**src/rtl/if_fetch_stage_pkg.sv**
```systemverilog
// Shared widths, reset constants and fetch-FSM encodings for the instruction-fetch stage.
package if_fetch_stage_pkg;

  localparam int INSTR_WIDTH = 32;

  localparam logic [INSTR_WIDTH-1:0] RESET_PC  = 32'hBFC0_0000;
  localparam logic [INSTR_WIDTH-1:0] NOP_INSTR = 32'h0000_0000;

  localparam logic [1:0] IF_FETCH = 2'd0;
  localparam logic [1:0] IF_HOLD  = 2'd1;
  localparam logic [1:0] IF_DROP  = 2'd2;

  // Redirect targets are words; the two byte-offset bits are discarded.
  function automatic logic [INSTR_WIDTH-1:0] word_align(input logic [INSTR_WIDTH-1:0] addr);
    return addr & {{(INSTR_WIDTH-2){1'b1}}, 2'b00};
  endfunction

endpackage

```
**src/rtl/if_hold_buf.sv**
```systemverilog
// One-entry {instr, PC} buffer that parks a fetched word while IF/ID is stalled.
// Load takes effect next cycle; clear has priority over load.
module if_hold_buf
  import if_fetch_stage_pkg::*;
(
  input  logic                   i_clk,
  input  logic                   i_rst_n,
  input  logic                   i_load,
  input  logic                   i_clear,
  input  logic [INSTR_WIDTH-1:0] i_instr,
  input  logic [INSTR_WIDTH-1:0] i_pc,
  output logic [INSTR_WIDTH-1:0] o_instr,
  output logic [INSTR_WIDTH-1:0] o_pc,
  output logic                   o_valid
);

  logic [INSTR_WIDTH-1:0] r_instr;
  logic [INSTR_WIDTH-1:0] r_pc;
  logic                   r_valid;

  always_ff @(posedge i_clk or negedge i_rst_n) begin
    if (!i_rst_n) begin
      r_instr <= '0;
      r_pc    <= '0;
      r_valid <= 1'b0;
    end else if (i_clear) begin
      r_valid <= 1'b0;
    end else if (i_load) begin
      r_instr <= i_instr;
      r_pc    <= i_pc;
      r_valid <= 1'b1;
    end
  end

  assign o_instr = r_instr;
  assign o_pc    = r_pc;
  assign o_valid = r_valid;

endmodule

```
**src/rtl/if_fetch_stage.sv**
```systemverilog
// Instruction fetch: owns the PC, runs the imem req/ack handshake and feeds IF/ID.
// Zero-wait acks are presented the same cycle; a stall parks the word in a one-entry hold buffer.
module if_fetch_stage
  import if_fetch_stage_pkg::*;
(
  input  logic                   clk,
  input  logic                   rst,
  input  logic                   stall_i,
  input  logic                   redirect_i,
  input  logic [INSTR_WIDTH-1:0] redirect_pc_i,
  output logic                   imem_req_o,
  output logic [INSTR_WIDTH-1:0] imem_addr_o,
  input  logic                   imem_ack_i,
  input  logic [INSTR_WIDTH-1:0] imem_rdata_i,
  output logic [INSTR_WIDTH-1:0] W_IF_instr_o,
  output logic [INSTR_WIDTH-1:0] W_IF_PC_o,
  output logic                   if_valid_o,
  output logic                   if_busy_o
);

  logic [1:0]             r_state;
  logic [INSTR_WIDTH-1:0] r_pc;
  logic [INSTR_WIDTH-1:0] r_pend_pc;

  logic                   w_fetching;
  logic                   w_ack;
  logic                   w_present;
  logic                   w_hold_load;
  logic                   w_hold_clear;
  logic                   w_hold_vld;
  logic [INSTR_WIDTH-1:0] w_hold_instr;
  logic [INSTR_WIDTH-1:0] w_hold_pc;
  logic [INSTR_WIDTH-1:0] w_redir_pc;
  logic [INSTR_WIDTH-1:0] w_pc_inc;

  // An ack only counts while a request is up; in HOLD the request is down.
  assign w_fetching   = (r_state != IF_HOLD);
  assign w_ack        = imem_ack_i && w_fetching;
  assign w_present    = (r_state == IF_FETCH) && w_ack && !redirect_i;
  assign w_redir_pc   = word_align(redirect_pc_i);
  assign w_pc_inc     = r_pc + INSTR_WIDTH'(4);
  assign w_hold_load  = w_present && stall_i;
  assign w_hold_clear = (r_state == IF_HOLD) && (redirect_i || !stall_i);

  always_ff @(posedge clk or negedge rst) begin
    if (!rst) begin
      r_state   <= IF_FETCH;
      r_pc      <= RESET_PC;
      r_pend_pc <= '0;
    end else begin
      case (r_state)
        IF_FETCH: begin
          if (w_ack) begin
            if (redirect_i) begin
              r_pc <= w_redir_pc;
            end else begin
              r_pc <= w_pc_inc;
              if (stall_i) r_state <= IF_HOLD;
            end
          end else if (redirect_i) begin
            r_pend_pc <= w_redir_pc;
            r_state   <= IF_DROP;
          end
        end
        IF_HOLD: begin
          if (redirect_i) begin
            r_pc    <= w_redir_pc;
            r_state <= IF_FETCH;
          end else if (!stall_i) begin
            r_state <= IF_FETCH;
          end
        end
        IF_DROP: begin
          // The outstanding word belongs to the old path; the latest redirect wins.
          if (w_ack) begin
            r_pc    <= redirect_i ? w_redir_pc : r_pend_pc;
            r_state <= IF_FETCH;
          end else if (redirect_i) begin
            r_pend_pc <= w_redir_pc;
          end
        end
        default: r_state <= IF_FETCH;
      endcase
    end
  end

  if_hold_buf u_hold_buf (
    .i_clk   (clk),
    .i_rst_n (rst),
    .i_load  (w_hold_load),
    .i_clear (w_hold_clear),
    .i_instr (imem_rdata_i),
    .i_pc    (r_pc),
    .o_instr (w_hold_instr),
    .o_pc    (w_hold_pc),
    .o_valid (w_hold_vld)
  );

  // Outputs are gated by reset so a stray ack during reset cannot look like a fetch.
  assign imem_req_o  = rst && w_fetching;
  assign imem_addr_o = r_pc;
  assign if_busy_o   = rst && w_fetching && !imem_ack_i;

  always_comb begin
    W_IF_instr_o = NOP_INSTR;
    W_IF_PC_o    = r_pc;
    if_valid_o   = 1'b0;
    if (r_state == IF_HOLD) begin
      W_IF_instr_o = w_hold_instr;
      W_IF_PC_o    = w_hold_pc;
      if_valid_o   = rst && w_hold_vld;
    end else if (rst && w_present) begin
      W_IF_instr_o = imem_rdata_i;
      if_valid_o   = 1'b1;
    end
  end

endmodule

```
**config.mk**
```make
export PLATFORM = sky130hd
export DESIGN_NAME = if_fetch_stage
export DESIGN_NICKNAME = d
export VERILOG_FILES = /design/src/rtl/if_fetch_stage_pkg.sv /design/src/rtl/if_hold_buf.sv /design/src/rtl/if_fetch_stage.sv
export SDC_FILE = /design/constraint.sdc
export NUM_CORES = 1
export LEC_CHECK = 0
export ABC_CLOCK_PERIOD_IN_PS = 6300
export BUFFER_PORTS_ARGS = -buffer_cell sky130_fd_sc_hd__buf_2
export CAP_MARGIN = 15
export CORE_UTILIZATION = 35
export CTS_CLUSTER_SIZE = 10
export DETAILED_ROUTE_END_ITERATION = 12
export GPL_TIMING_DRIVEN = 0
export SYNTH_ARGS = -nofsm -noshare
export SYNTH_HDL_FRONTEND = slang
export SYNTH_SLANG_ARGS = --single-unit
```
**constraint.sdc**
```tcl
create_clock -name clk -period 6.3 [get_ports clk]
set_input_delay 1.26 -clock clk [delete_from_list [all_inputs] [get_ports clk]]
set_output_delay 1.26 -clock clk [all_outputs]
set_load 0.05 [all_outputs]
```
Yosys cells after proc, flatten, opt, wreduce, memory -nomap -nowiden:

Cells that the tools add are included.

* logic and storage cells: 61
* output and inout port bits: 99
* register bits: 131
* bits of input ports: 69

* eq/ne operators: 10
* reduce and logical (&&, ||, !) cells: 21
* bitwise operators: 2
* add/subtract/negate cells: 1
* muxes and demuxes: 21

Operator list (number)
* $mux W32: 8
* $pmux W32 S3: 1
* $add A32 B3 Y32 const B: 1
* $mux W2: 7
* $ne A3 B3 Y1 const B: 4
* $logic_and A1 B1 Y1: 9
* $ne A2 B2 Y1 const B: 3
* $pmux W2 S3: 1
* $reduce_and A5 Y1: 1
* $mux W1: 4
* $reduce_and A2 Y1: 2
* $reduce_and A4 Y1: 1
* $logic_not A1 Y1: 3
* $reduce_bool A3 Y1: 1
* $eq A2 B1 Y1 const B: 1
* $eq A2 B2 Y1 const B: 1
* $logic_not A2 Y1: 1
* $ne A2 B1 Y1 const B: 1
* $not A1 Y1: 2
* $reduce_bool A2 Y1: 1
* $reduce_or A2 Y1: 1
* $logic_or A1 B1 Y1: 1

Longest topological paths before layout:

* depth in word-level cells: 7
* gate-level depth with buffers: 10
* gate-level depth less buffers: 7

Cells and area by module:

Synthesis repeated with hierarchy kept, for this count alone.

* cells, all modules: 681
* area, all modules: 7687.4 um^2

By module, submodules not included
* if_fetch_stage: instances 1, seq. area each 1662.8 um^2, cells each 542, area each 4953.5 um^2
* if_hold_buf: instances 1, seq. area each 1626.6 um^2, cells each 139, area each 2733.9 um^2

Least setup slack after synthesis:

Ideal clock, no wire load.

* path kind: input to output
* start: input redirect_i
* end: output W_IF_instr_o[10]
* data required time: 5040 ps
* path buffers: 2
* data arrival time: 2613 ps
* setup slack: 2427 ps
* stages: 4
* cell sequence: buf_2 > nor3_1 > clkbuf_1 > a22o_1

* cells in the longest elaborated chain, start to end: 5

Ends and longest elaborated chain
* from (decl): line if_fetch_stage.sv:9 `input logic redirect_i,`
* $logic_not A1 Y1: line if_fetch_stage.sv:39 `assign w_present = (r_state == IF_FETCH) && w_ack && !redirect_i;`
* $logic_and A1 B1 Y1: line if_fetch_stage.sv:39
* $logic_and A1 B1 Y1: line if_fetch_stage.sv:112 `end else if (rst && w_present) begin`
* $mux W32: line if_fetch_stage.sv:112
* $mux W32: line if_fetch_stage.sv:108 `if (r_state == IF_HOLD) begin`
* to (decl): line if_fetch_stage.sv:15 `output logic [INSTR_WIDTH-1:0] W_IF_instr_o,`

Every way passes these cells.

Final worst setup path:

* start: input rst
* end: output W_IF_instr_o[21]

* cells in the longest elaborated chain, start to end: 3

Ends and longest elaborated chain
* from (decl): line if_fetch_stage.sv:7 `input logic rst,`
* $logic_and A1 B1 Y1: line if_fetch_stage.sv:112
* $mux W32: line if_fetch_stage.sv:112
* $mux W32: line if_fetch_stage.sv:108

Every way passes these cells.

==> summary.md <==
| Metric | Value |
|---|---|
| Die X | 144.7 µm |
| Final nets | 907 |
| Syn avg cell area | 10.99 µm² |
| Die height | 144.7 µm |
| Setup Buffers After CTS | 0 |
| Worst Path Arrival | 3950 ps |
| FP Rows | 51 |
| Syn nets | 723 |
| Max VDD drop | 0.0002185 V |
| Post-synth top flop | dfrtp_1 |
| Via count | 6175 |
| Post_cts resized | 0 |
| Hold Path End | u_hold_buf.o_pc[31] |
| FFs w/ async S/R, synth | 1.000 |
| Total routed wirelength | 22240 µm |
| Final count of hold timing violations | 0 |
| Worst EP required | 5040 ps |
| Fmax achieved | 191.8 MHz |
| Worst-path fanout max | 71 |
| Initial core utilization | 0.3616 |
| Combinational power share | 0.515 |
| Status | completed |
| Setup Viol. Count Final | 0 |
| Sequential share of power | 0.305 |
| Crit path cell chain | buf_6 -> buf_16 -> nand2b_1 -> nor3_1 -> clkbuf_1 -> a22o_1 -> buf_2 |
| Commonest non-fill, non-tap cell in the layout | buf_2 |
| Worst slack at placement | 1015 ps |
| WHS | 480.2 ps |
| Sum Neg Setup Slack | 0 ps |
| Top Ports | 168 |
| Initial antenna violation count | 2 |
| Critical Path End Type | primary output |
| Layout cell share with drive strength beyond 1 | 0.4102 |
| Worst Max-Slew Pin Slew | 789.6 ps |
| Slew HR | 0.4692 |
| Slew Limit Fails | 0 |
| Per-cell routed wire length | 20.00 µm |
| Synth Warn # | 0 |
| Worst Hold Class | reg -> reg |
| Clock tree buffer depth | 2 |
| Vias in the first global route | 6027 |
| Worst skew pair latency | 430 ps |
| Internal | 2672 µW |
| Clk pwr share | 0.180 |
| PortBufs | 164 |
| Post-Syn Area | 0.007129 mm² |
| Placer Congestion | 0.8649 |
| Leak | 0.004041 µW |
| Fill cell count | 1902 |
| Minimum clock period | 5215 ps |
| HP Start | u_hold_buf.o_pc[31] |
| Number of synthesized flops with an enable pin | 0 |
| RSZ-0062 raised after global routing | no |
| Final Cycle Share | 0.8277 |
| Worst-path clk slew | 60 ps |
| Setup slack, reg-to-reg | 3600 ps |
| Cell Pwr Density | 579.5 mW/mm² |
| FF+latch count, synth | 131 |
| CTS Sinks | 131 |
| Post-synthesis sequential area ratio | 0.4614 |
| CTS root buffer | clkbuf_16 |
| Cell count of the worst hold path | 1 |
| Final ANT Viol Nets | 0 |
| NetSw | 2461 µW |
| Layout area overhead | 24.24% |
| Hold_buf cts | 0 |
| Switching Share | 0.4794 |
| Post-Synthesis Cells | 649 |
| CP max stage cell | nor3_1 |
| Final worst slack | 1085 ps |
| GRT Residual Overflow | 0 |
| Core Region | 0.01972 mm² |
| CP peak stage delay | 650 ps |
| Startpoint Class | primary input |
| R2R cell count | 8 |
| Critical setup path kind | in -> out |
| Initial DRC count | 499 |
| # DRC | 0 |
| DP HPWL | 15890 µm |
| Clock Skews | 12.79 ps |
| Final core occ | 0.4492 |
| Pin count of the biggest net entering global routing | 72 |
| Most frequent cells in the layout | 178 x buf_2, 122 x dfrtp_1, 120 x mux2_2 |
| Pre-Repair DR Iteration Count | 5 |
| First-pass GRT wire length | 34060 µm |
| Total of max-cap violations | 0 |
| DIE AREA | 0.02094 mm² |
| Cell variety after synth | 57 |
| GRT Total Usage | 0.2206 |
| Worst flop-to-flop path startpoint | r_state[0] |
| Via-to-Cell Ratio | 5.553 |
| CTS H-tree lvls | 4 |
| CTS tree | built |
| Capture point of the worst reg-to-reg path | imem_addr_o[24] |
| Num CTS Buffers | 17 |
-- per-stage QoR --
step | cell area (µm²) | cells | total power, µW
floorplan | 7129 | 649 | 3522
finish | 8857 | 1112 | 5133
global placement | 8282 | 1078 | 4172
CTS | 8855 | 1111 | 5142
global route | 8855 | 1111 | 5426
detailed placement | 8315 | 1079 | 4215
-- worst max path at each step --
stage	cells past startpoint	slack, ps	from	to
after floorplan	4	2430	redirect_i	W_IF_instr_o[10]
after global placement	6	-760	rst	W_IF_instr_o[24]
after detailed placement	7	1010	rst	W_IF_instr_o[24]
after CTS	7	1010	rst	W_IF_instr_o[24]
after global routing	7	740	rst	W_IF_instr_o[22]
final	7	1090	rst	W_IF_instr_o[21]
-- registers in the layout, summed over array words and instances, names as in the netlist --
signal and flops:
imem_addr_o 32, r_pend_pc 32, u_hold_buf.o_instr 32, u_hold_buf.o_pc 32, r_state 2, u_hold_buf.o_valid 1
-- critical path, delay by kind of cell --
family	cells	cell delay [ps]
compound gates	1	230
buf+inv	4	1540
simple gates	2	840
-- metal layers --
| metal | wire [µm] | GRT usage | vias up |
|---|---|---|---|
| met3 | 1335 | 0.05397 | 37 |
| met5 | 11 | 0 | - |
| li1 | - | - | 2825 |
| met4 | 537 | 0.08033 | 2 |
| met2 | 10500 | 0.3467 | 218 |
| met1 | 9860 | 0.2938 | 3093 |
-- cell families (layout without fill, tap and decap cells) --
kind of cell / after synthesis / in the layout / share of synthesized area
flops: 131 / 131 / 0.4614
mux: 131 / 131 / 0.2060
buf+inv: 66 / 263 / 0.03738
xor+xnor: 7 / 7 / 0.008600
fa+ha+maj: 5 / 5 / 0.008775
simple gates: 139 / 139 / 0.1009
compound gates: 170 / 170 / 0.1769
other cells: 0 / 1 / 0
-- Yosys cell counts (all sizes together) (7+ instances only) --
cell     number  area [µm²]
mux2        126        1419
dfrtp       122        3053
nand2        48       180.2
a22o         44       385.4
o21ai        40       200.2
clkbuf       32       120.1
nor2         31       116.4
buf          20       93.84
a21oi        16       80.08
inv          14       52.55
a222oi       11       110.1
nor3         10       50.05
a221oi        9       78.83
dfstp         9       236.5
nand4         9       77.57
and3          7       43.79
nor4          7       71.31
o2bb2ai       7       61.31
-- layout make-up --
cell class / count / area (µm²) / share of cell area
antenna: 1 / 2.502 / 0.0002825
tap: 265 / 331.6 / 0.03743
clock inverter: 11 / 88.84 / 0.01003
sequential: 131 / 3289 / 0.3714
inverter: 14 / 52.55 / 0.005933
clock buffer: 21 / 450.4 / 0.05085
buffer: 52 / 214.0 / 0.02416
multi-input combinational: 452 / 3573 / 0.4034
timing repair buffer: 165 / 854.6 / 0.09648
-- power by group through the flow --
stage          Sequential [µW]  Clock [µW]  Combinational, µW
6_report                  1570         923               2640
5_1_grt                   1620         975               2830
4_1_cts                   1560         933               2650
3_5_place_dp              1570           0               2640
3_3_place_gp              1560           0               2610
2_1_floorplan             1780           0               1740
Power figures use the tool's default switching activity.
